File: src/rtl/cpu_pkg.sv
// Shared types and constants for the data-memory arbiter and its picker.
package cpu_pkg;

  // Arbiter FSM states: waiting for a request, memory transaction in
  // flight, and the one-cycle response slot.
  typedef enum logic [1:0] {
    IDLE = 2'd0,
    BUSY = 2'd1,
    RESP = 2'd2
  } arb_state_t;

  // Requester indices: CPU load/store path and loader/debug master.
  localparam logic PORT_CPU = 1'b0;
  localparam logic PORT_DBG = 1'b1;

endpackage

File: src/rtl/rr_arb2.sv
// Combinational two-way round-robin picker. A lone requester always wins;
// on a tie the port that was not granted last time wins.
module rr_arb2
  import cpu_pkg::*;
(
  input  logic [1:0] req,
  input  logic       last,
  output logic       gnt_idx,
  output logic       gnt_valid
);

  // Select the winner from the request vector and the previous grant.
  always_comb begin
    gnt_valid = |req;
    gnt_idx   = PORT_CPU;
    case (req)
      2'b01:   gnt_idx = PORT_CPU;
      2'b10:   gnt_idx = PORT_DBG;
      2'b11:   gnt_idx = ~last;
      default: gnt_idx = PORT_CPU;
    endcase
  end

endmodule

File: src/rtl/dmem_arbiter.sv
// Shares the single data-memory port between the CPU (port 0) and the
// loader/debug master (port 1). One outstanding memory transaction, all
// outputs registered, hung transactions aborted with err_o after TIMEOUT.
//
// Handshake: a port raises req_i[p] with we/addr/wdata stable and holds it
// until it sees ack_o[p] (a single-cycle pulse, with err_o and rdata_o
// valid in that same cycle); in the following cycle it must drop req_i[p]
// or present a new transaction. Dropping req_i mid-transaction does not
// cancel it. On the memory side mem_req_o stays high with stable
// we/addr/wdata until mem_ack_i is seen for one cycle.
module dmem_arbiter
  import cpu_pkg::*;
#(
  parameter int ADDR_W  = 32,
  parameter int DATA_W  = 32,
  parameter int TIMEOUT = 16
) (
  input  logic                clk_i,
  input  logic                rst_n,
  input  logic [1:0]          req_i,
  input  logic [1:0]          we_i,
  input  logic [2*ADDR_W-1:0] addr_i,
  input  logic [2*DATA_W-1:0] wdata_i,
  output logic [1:0]          ack_o,
  output logic                err_o,
  output logic [DATA_W-1:0]   rdata_o,
  output logic                mem_req_o,
  output logic                mem_we_o,
  output logic [ADDR_W-1:0]   mem_addr_o,
  output logic [DATA_W-1:0]   mem_wdata_o,
  input  logic                mem_ack_i,
  input  logic [DATA_W-1:0]   mem_rdata_i,
  output arb_state_t          dbg_state_o
);

  localparam int CNT_W = (TIMEOUT > 2) ? $clog2(TIMEOUT) : 1;
  localparam logic [CNT_W-1:0] CNT_LAST = CNT_W'(TIMEOUT - 1);

  arb_state_t        state_q, state_d;
  logic [CNT_W-1:0]  cnt_q, cnt_d;
  logic              winner_q, winner_d;
  logic              last_q, last_d;
  logic [1:0]        ack_q, ack_d;
  logic              err_q, err_d;
  logic [DATA_W-1:0] rdata_q, rdata_d;
  logic              mem_req_q, mem_req_d;
  logic              mem_we_q, mem_we_d;
  logic [ADDR_W-1:0] mem_addr_q, mem_addr_d;
  logic [DATA_W-1:0] mem_wdata_q, mem_wdata_d;
  logic              gnt_idx;
  logic              gnt_valid;

  rr_arb2 u_rr_arb2 (
    .req       (req_i),
    .last      (last_q),
    .gnt_idx   (gnt_idx),
    .gnt_valid (gnt_valid)
  );

  // Next-state and next-output logic; every register holds by default and
  // the response pulse/error clear unless explicitly set.
  always_comb begin
    state_d     = state_q;
    cnt_d       = cnt_q;
    winner_d    = winner_q;
    last_d      = last_q;
    ack_d       = 2'b00;
    err_d       = 1'b0;
    rdata_d     = rdata_q;
    mem_req_d   = mem_req_q;
    mem_we_d    = mem_we_q;
    mem_addr_d  = mem_addr_q;
    mem_wdata_d = mem_wdata_q;
    case (state_q)
      IDLE: begin
        if (gnt_valid) begin
          state_d     = BUSY;
          winner_d    = gnt_idx;
          last_d      = gnt_idx;
          cnt_d       = '0;
          mem_req_d   = 1'b1;
          mem_we_d    = we_i[gnt_idx];
          mem_addr_d  = gnt_idx ? addr_i[2*ADDR_W-1:ADDR_W] : addr_i[ADDR_W-1:0];
          mem_wdata_d = gnt_idx ? wdata_i[2*DATA_W-1:DATA_W] : wdata_i[DATA_W-1:0];
        end
      end
      BUSY: begin
        // An ack arriving on the threshold cycle still counts as success.
        if (mem_ack_i) begin
          state_d   = RESP;
          rdata_d   = mem_rdata_i;
          err_d     = 1'b0;
          ack_d     = {winner_q, ~winner_q};
          mem_req_d = 1'b0;
        end else if (cnt_q == CNT_LAST) begin
          state_d   = RESP;
          rdata_d   = '0;
          err_d     = 1'b1;
          ack_d     = {winner_q, ~winner_q};
          mem_req_d = 1'b0;
        end else begin
          cnt_d = cnt_q + CNT_W'(1);
        end
      end
      RESP: begin
        // Requests are ignored here so a stale req_i is never regranted.
        state_d = IDLE;
      end
      default: begin
        state_d   = IDLE;
        mem_req_d = 1'b0;
      end
    endcase
  end

  // State and output registers; reset drops any transaction in flight.
  always_ff @(posedge clk_i or negedge rst_n) begin
    if (!rst_n) begin
      state_q     <= IDLE;
      cnt_q       <= '0;
      winner_q    <= PORT_CPU;
      last_q      <= PORT_DBG;
      ack_q       <= 2'b00;
      err_q       <= 1'b0;
      rdata_q     <= '0;
      mem_req_q   <= 1'b0;
      mem_we_q    <= 1'b0;
      mem_addr_q  <= '0;
      mem_wdata_q <= '0;
    end else begin
      state_q     <= state_d;
      cnt_q       <= cnt_d;
      winner_q    <= winner_d;
      last_q      <= last_d;
      ack_q       <= ack_d;
      err_q       <= err_d;
      rdata_q     <= rdata_d;
      mem_req_q   <= mem_req_d;
      mem_we_q    <= mem_we_d;
      mem_addr_q  <= mem_addr_d;
      mem_wdata_q <= mem_wdata_d;
    end
  end

  assign ack_o       = ack_q;
  assign err_o       = err_q;
  assign rdata_o     = rdata_q;
  assign mem_req_o   = mem_req_q;
  assign mem_we_o    = mem_we_q;
  assign mem_addr_o  = mem_addr_q;
  assign mem_wdata_o = mem_wdata_q;
  assign dbg_state_o = state_q;

endmodule

File: config.mk
export PLATFORM = sky130hd
export DESIGN_NAME = dmem_arbiter
export DESIGN_NICKNAME = d
export VERILOG_FILES = /design/src/rtl/cpu_pkg.sv /design/src/rtl/rr_arb2.sv /design/src/rtl/dmem_arbiter.sv
export SDC_FILE = /design/constraint.sdc
export NUM_CORES = 1
export LEC_CHECK = 0
export BUFFER_PORTS_ARGS = -buffer_cell sky130_fd_sc_hd__buf_4
export CORE_AREA = 2 2 97 118
export DETAILED_ROUTE_END_ITERATION = 10
export DIE_AREA = 0 0 99 120
export GPL_TIMING_DRIVEN = 1
export PLACE_DENSITY_LB_ADDON = 0.12
export REMOVE_ABC_BUFFERS = 1
export SLEW_MARGIN = 10
export SYNTH_ARGS = -nofsm -noshare
export SYNTH_HDL_FRONTEND = slang
export SYNTH_SLANG_ARGS = --single-unit
File: constraint.sdc
create_clock -name clk_i -period 2.75 [get_ports clk_i]
set_clock_uncertainty 0.1 [all_clocks]
set_input_delay 0.55 -clock clk_i [delete_from_list [all_inputs] [get_ports clk_i]]
set_output_delay 0.55 -clock clk_i [all_outputs]
set_load 0.01 [all_outputs]
==> results of run 1 <==
==> Yosys cell counts, drive strengths merged, types with 2 or more instances <==
cell type,n
a22o,32
inv,3
mux2,130
and2,4
a31oi,2
o21ai,2
buf,17
clkbuf,4
dfrtp,108
nand4,2
nor2,5
a21oi,3
nand3,2
==> worst max-delay path: cells and delay by family, from the launching register on <==
family | cells | cell delay (ns)
DFF | 1 | 0.47
and+or+nand+nor | 2 | 1.11
AOI/OAI and AO/OA | 1 | 0.25
==> path summary, 6_finish.rpt <==
check	end	slack, ns	cells past startpoint
worst max-delay path	rdata_o[24]	0.74	3
worst min-delay path	mem_addr_o[17]	0.15	2
worst max register to register	rdata_o[24]	0.74	3
worst min register to register	ack_o[0]	0.34	1
max in group asynchronous	cnt_q[0]	1.94	2
min in group clk_i	last_q	0.28	2
==> report_power, final <==
part	switching, mW	internal, mW
registers	0.459	2.39
clock network	0.554	0.845
logic	1.49	2.30
total	2.50	5.53
==> cell type report <==
type | count | area [um2]
Clock inverter | 4 | 70.1
Sequential cell | 109 | 2730
Timing Repair Buffer | 275 | 2100
Inverter | 3 | 11.3
Tap cell | 132 | 165
Fill cell | 748 | 3170
Multi-Input combinational cell | 196 | 2270
Clock buffer | 12 | 256
==> through the flow <==
step | TNS [ns] | utilization, % | std cells | hold slack [ns] | power, mW
finish | 0 | 70.6 | 731 | 0.155 | 8.04
global route | 0 | 70.6 | 731 | 0.224 | 8.49
CTS | 0 | 70.6 | 731 | 0.198 | 8.13
detailed placement | 0 | 67.5 | 715 | 0.335 | 6.70
global placement | 0 | 67.5 | 715 | 0.320 | 6.62
floorplan | -63.24 | - | 308 | 0.154 | 4.94
==> cell families after synthesis <==
family | synth area share (%)
buffers and inverters | 3.37
adder cells (fa/ha/maj) | 0.243
AO/OA/AOI/OAI | 7.13
multiplexers | 34.2
AND/OR/NAND/NOR | 2.11
flip-flops | 52.9
==> registers in the layout, indices dropped and copies added (netlist names) <==
signal / count
ack_o: 2
cnt_q: 4
dbg_state_o: 2
err_o: 1
last_q: 1
mem_addr_o: 32
mem_req_o: 1
mem_wdata_o: 32
mem_we_o: 1
rdata_o: 32
winner_q: 1
==> cells in the final DEF, fill, tap and decap left out, types with 2 or more instances in the layout <==
| cell | n |
|---|---|
| sky130_fd_sc_hd__a21oi_1 | 3 |
| sky130_fd_sc_hd__a22o_1 | 32 |
| sky130_fd_sc_hd__a31oi_1 | 2 |
| sky130_fd_sc_hd__and2_1 | 4 |
| sky130_fd_sc_hd__buf_12 | 3 |
| sky130_fd_sc_hd__buf_4 | 272 |
| sky130_fd_sc_hd__bufinv_16 | 2 |
| sky130_fd_sc_hd__clkbuf_16 | 9 |
| sky130_fd_sc_hd__clkbuf_8 | 2 |
| sky130_fd_sc_hd__clkinv_2 | 2 |
| sky130_fd_sc_hd__dfrtp_1 | 108 |
| sky130_fd_sc_hd__inv_1 | 3 |
| sky130_fd_sc_hd__mux2_2 | 52 |
| sky130_fd_sc_hd__mux2_4 | 78 |
| sky130_fd_sc_hd__nand3_1 | 2 |
| sky130_fd_sc_hd__nand4_1 | 2 |
| sky130_fd_sc_hd__nor2_1 | 4 |
==> routing by layer <==
metal  global-route usage [%]  vias to the layer above  part of all wire (%)
met4                     9.67                        0                   2.5
met1                     26.2                     1808                    39
met2                     36.3                      163                    52
met3                     4.25                       25                   6.7
met5                        0                        -                     0
li1                         -                     1728                     -
==> flow_summary.yaml, run 1 <==
cts:
  cts_tree: "done"
  clkSinkCount: 109
  cts_setup_buffers: 0
  cts_buffer_depth: 2
  cts_made_buffers: 9
  clk_latency_ns: 0.34
  clock_edge_transition_at_the_registers_on_the_reported_setup_and_hold_paths_ns: 0.07
  post_cts_resized: 0
  ctsRootBufferMaster: "sky130_fd_sc_hd__clkbuf_16"
  cts.hold.buffers_added: 0
  cts.htree.levels: 3
timing:
  fmaxAchievable_mhz: 497
  layout_setup_ws_ns: 0.739
  maxSlewViolCount: 0
  slew_headroom_pct: 26.0
  timing_worst_slew_pin_value_ns: 1.11
  final.period_utilization_pct: 73.1
  rsz0062_at_grt: "no"
  setup_viol: 0
  final_hold_viol_count: 0
  post-route-min-period_ns: 2.01
logic_synthesis:
  post_synth_top_flop: "sky130_fd_sc_hd__dfrtp_1"
  synth_area_leader_cell: "sky130_fd_sc_hd__dfrtp_1"
  seq_area_frac_synth_pct: 52.9
  synth_area_per_cell_um2: 15.7
  async_flop_share_pct: 100
  postSynthCellCount: 329
  ys_warn_count: 0
  netlist-cell-type-count: 34
  synth_enable_flop_cells: 0
  register_bit_count_reported_by_yosys: 109
  syn_area_mm2: 0.00516
  synth_area_leaders: "sky130_fd_sc_hd__dfrtp_1 52%, sky130_fd_sc_hd__mux2_4 23%, sky130_fd_sc_hd__mux2_2 11%, sky130_fd_sc_hd__a22o_1 5.4%, sky130_fd_sc_hd__buf_6 0.87%"
  area_fraction_of_the_dominant_cell_type_after_synthesis_pct: 52.4
detailed_routing:
  detail_route.first_pass.iterations: 4
  avg_wl_per_cell_um: 17.5
  number_of_nets_with_antenna_violations_after_routing: 0
  drt_iter0_markers: 109
  routed_wl_mm: 12.8
  routed-via-count: 3724
  drt-vias-per-instance: 5.09
  drc_errors: 0
outcome:
  run_status: "finished clean"
finish:
  design_area_mm2: 0.00760
  antenna_cells: 0
  drive_above_1_share_pct: 70.8
  nets: 762
  flow.area_growth_from_synthesis_pct: 47.3
worst_setup_path:
  timing.critical_path.cells: "nor2b_1 -> and2_1 -> a22o_1"
  crit-reg2reg-launch: "dbg_state_o[0]"
  timing.critical_path.from_type: "flip-flop"
  slowest_stage: "sky130_fd_sc_hd__and2_1"
  critPathRequiredTime_ns: 2.92
  cp_data_arrival_time_ns: 2.19
  timing.setup.critical_path_class: "reg -> reg"
  critPathMaxStageDelay_ns: 0.89
  setup.worst_path.start: "dbg_state_o[0]"
  timing.critical_path.fanout_max: 32
  cp-end-kind: "flip-flop"
placed_design:
  place.detailed.hpwl_mm: 9.33
  gp_congestion: 0.792
  post-place-ws_ns: 0.583
  io_buffer_count: 269
  placement.cell_area_mm2: 0.00727
grt:
  grt-ovfl-total: 0
  grt_start_max_net_pins: 110
  grt_pass1_wl_mm: 19.9
  via_count_of_the_first_global_routing_pass: 3896
  antenna_found_initial: 0
  grt_use_total_pct: 21.4
die:
  die_extent_in_y_um: 120
  boundary_pin_count: 270
  design.core.area_mm2: 0.0108
  die-width_um: 99
  row_count: 42
  dieArea_mm2: 0.0119
  initial_util_pct: 47.9
pwr:
  power_density_mw_per_mm2: 1060
  ir_worst_vdd_mv: 0.533
  power_leakage_nw: 3.87
worst_hold_path:
  min_delay_worst_type: "in -> async"
job:
  cap_violations: 0
Note: power is estimated with default switching activity, not from simulation.
==> run 2: changes to the inputs <==
Settings changed: CORE_AREA 2 2 97 118 to 2 2 100 122, DIE_AREA 0 0 99 120 to 0 0 102 124.
Clock period 2.75 ns to 2.1 ns, I/O delays scaled along.
==> flow_summary.yaml, run 2 (same netlist as run 1, synthesis figures left out) <==
placed_design:
  placement.cell_area_mm2: 0.00738
  gp_congestion: 0.761
  numPlacedInstances: 745
  post-place-ws_ns: 0.192
  place.detailed.hpwl_mm: 10.3
  io_buffer_count: 269
die:
  die-width_um: 102
  design.core.area_mm2: 0.0114
  die_extent_in_y_um: 124
  row_count: 43
  boundary_pin_count: 270
  initial_util_pct: 45.2
  dieArea_mm2: 0.0126
detailed_routing:
  routed_wl_mm: 13.5
  detail_route.first_pass.iterations: 4
  routed-via-count: 3815
  avg_wl_per_cell_um: 17.7
  drt-vias-per-instance: 5.01
  drt_iter0_markers: 85
  number_of_nets_with_antenna_violations_after_routing: 0
  drc_errors: 0
pwr:
  comb_power_share_pct: 48.3
  power_density_mw_per_mm2: 1360
  clock_power_share_pct: 15.8
  netSwitchingFraction_pct: 32.4
  pnr_total_power_mw: 10.4
  ir_worst_vdd_mv: 0.714
  power_leakage_nw: 3.89
  cellInternalPower_mw: 7.06
  power_frac_seq_pct: 35.9
  total_switching_power_mw: 3.38
timing:
  timing_worst_slew_pin_value_ns: 0.424
  fmaxAchievable_mhz: 537
  setup_viol: 0
  maxSlewViolCount: 0
  final.period_utilization_pct: 88.7
  rsz0062_at_grt: "no"
  layout_setup_ws_ns: 0.237
  final_hold_viol_count: 0
  post-route-min-period_ns: 1.86
  slew_headroom_pct: 71.8
  fin_worst_hold_slack_ns: 0.146
  fin_setup_tns_ns: 0
grt:
  antenna_found_initial: 0
  grt-ovfl-total: 0
  via_count_of_the_first_global_routing_pass: 3983
  grt_pass1_wl_mm: 20.3
  grt_use_total_pct: 20.8
  grt_start_max_net_pins: 43
finish:
  post_layout_nonfiller_instances: 762
  design_area_mm2: 0.00768
  area_occupied_by_multi_input_gates_mm2: 0.00227
  mostFrequentLayoutCell: "sky130_fd_sc_hd__buf_4"
  nets: 768
  sequential_cell_area_mm2: 0.00273
  flow.area_growth_from_synthesis_pct: 48.9
  antenna_cells: 0
  nFillCells: 861
  mostFrequentLayoutCells: "274 x sky130_fd_sc_hd__buf_4, 108 x sky130_fd_sc_hd__dfrtp_1, 78 x sky130_fd_sc_hd__mux2_4"
  drive_above_1_share_pct: 71.1
  finish.utilization_pct: 67.4
cts:
  ctsRootBufferMaster: "sky130_fd_sc_hd__clkbuf_16"
  clock_edge_transition_at_the_registers_on_the_reported_setup_and_hold_paths_ns: 0.07
  clk_latency_ns: 0.34
  cts.htree.levels: 3
  cts_tree: "done"
  post_cts_resized: 0
  cts_made_buffers: 9
  cts_buffer_depth: 2
  clkSinkCount: 109
worst_setup_path:
  cp_data_arrival_time_ns: 1.99
  timing.critical_path.from_type: "flip-flop"
  critPathMaxStageDelay_ns: 0.56
  slowest_stage: "sky130_fd_sc_hd__dfstp_2"
  rr_worst_depth: 4
  critPathRequiredTime_ns: 2.23
  worst_path_most_repeated_cell: "sky130_fd_sc_hd__mux2_2"
  timing.critical_path.fanout_max: 27
  timing.setup.critical_path_class: "reg -> reg"
  timing.critical_path.cells: "a21bo_4 -> buf_12 -> mux2_2 -> mux2_2"
  cp-end-kind: "flip-flop"
outcome:
  run_status: "finished clean"
worst_hold_path:
  min_delay_worst_type: "in -> reg"
  hold-path-cell-count: 2
job:
  cap_violations: 0
==> run 2: what timing repair did <==
item                                   CTS  global route
endpoints found under the hold margin   27             0
hold buffers                             1             0
setup buffers                            0             0
==> run 2: final timing paths <==
path	start	to	slack, ns
setup / recovery	last_q	mem_wdata_o[8]	0.24
hold / removal	req_i[0]	last_q	0.15
setup reg to reg	last_q	mem_wdata_o[8]	0.24
hold reg to reg	winner_q	ack_o[0]	0.37
max in group asynchronous	rst_n	last_q	0.82
min in group asynchronous	rst_n	mem_addr_o[7]	0.46
==> run 2: layer usage <==
metal | wire, um | GRT usage [%] | vias up | part of all wire [%]
met2 | 7020 | 36.9 | 170 | 52
met3 | 1230 | 6.57 | 18 | 9.2
met1 | 4950 | 23.9 | 1882 | 37
met4 | 250 | 6.33 | 0 | 1.9
li1 | - | - | 1745 | -
met5 | 0 | 0 | - | 0
==> run 2: critical path: cells and delay by family (launching register included) <==
| kind | cells | cell delay, ns |
|---|---|---|
| buffers and inverters | 1 | 0.24 |
| AO/OA/AOI/OAI | 1 | 0.22 |
| multiplexers | 2 | 0.62 |
| flip-flops | 1 | 0.56 |
==> run 2: power by group through the flow <==
stage               registers, mW  clock network (mW)  logic [mW]
floorplan                    4.15                   0        2.32
global placement             3.73                   0        5.00
detailed placement           3.76                   0        5.11
CTS                          3.75                1.70        5.11
global route                 3.88                1.77        5.38
finish                       3.75                1.65        5.04
==> run 2: area by class of cell <==
cell class | count | area share [%]
clock buffers | 10 | 3.11
clock inverters | 6 | 0.700
inverters | 3 | 0.147
multi-input cells | 196 | 29.5
flip-flops and latches | 109 | 35.5
well taps | 157 | 2.56
repair buffers | 281 | 28.5
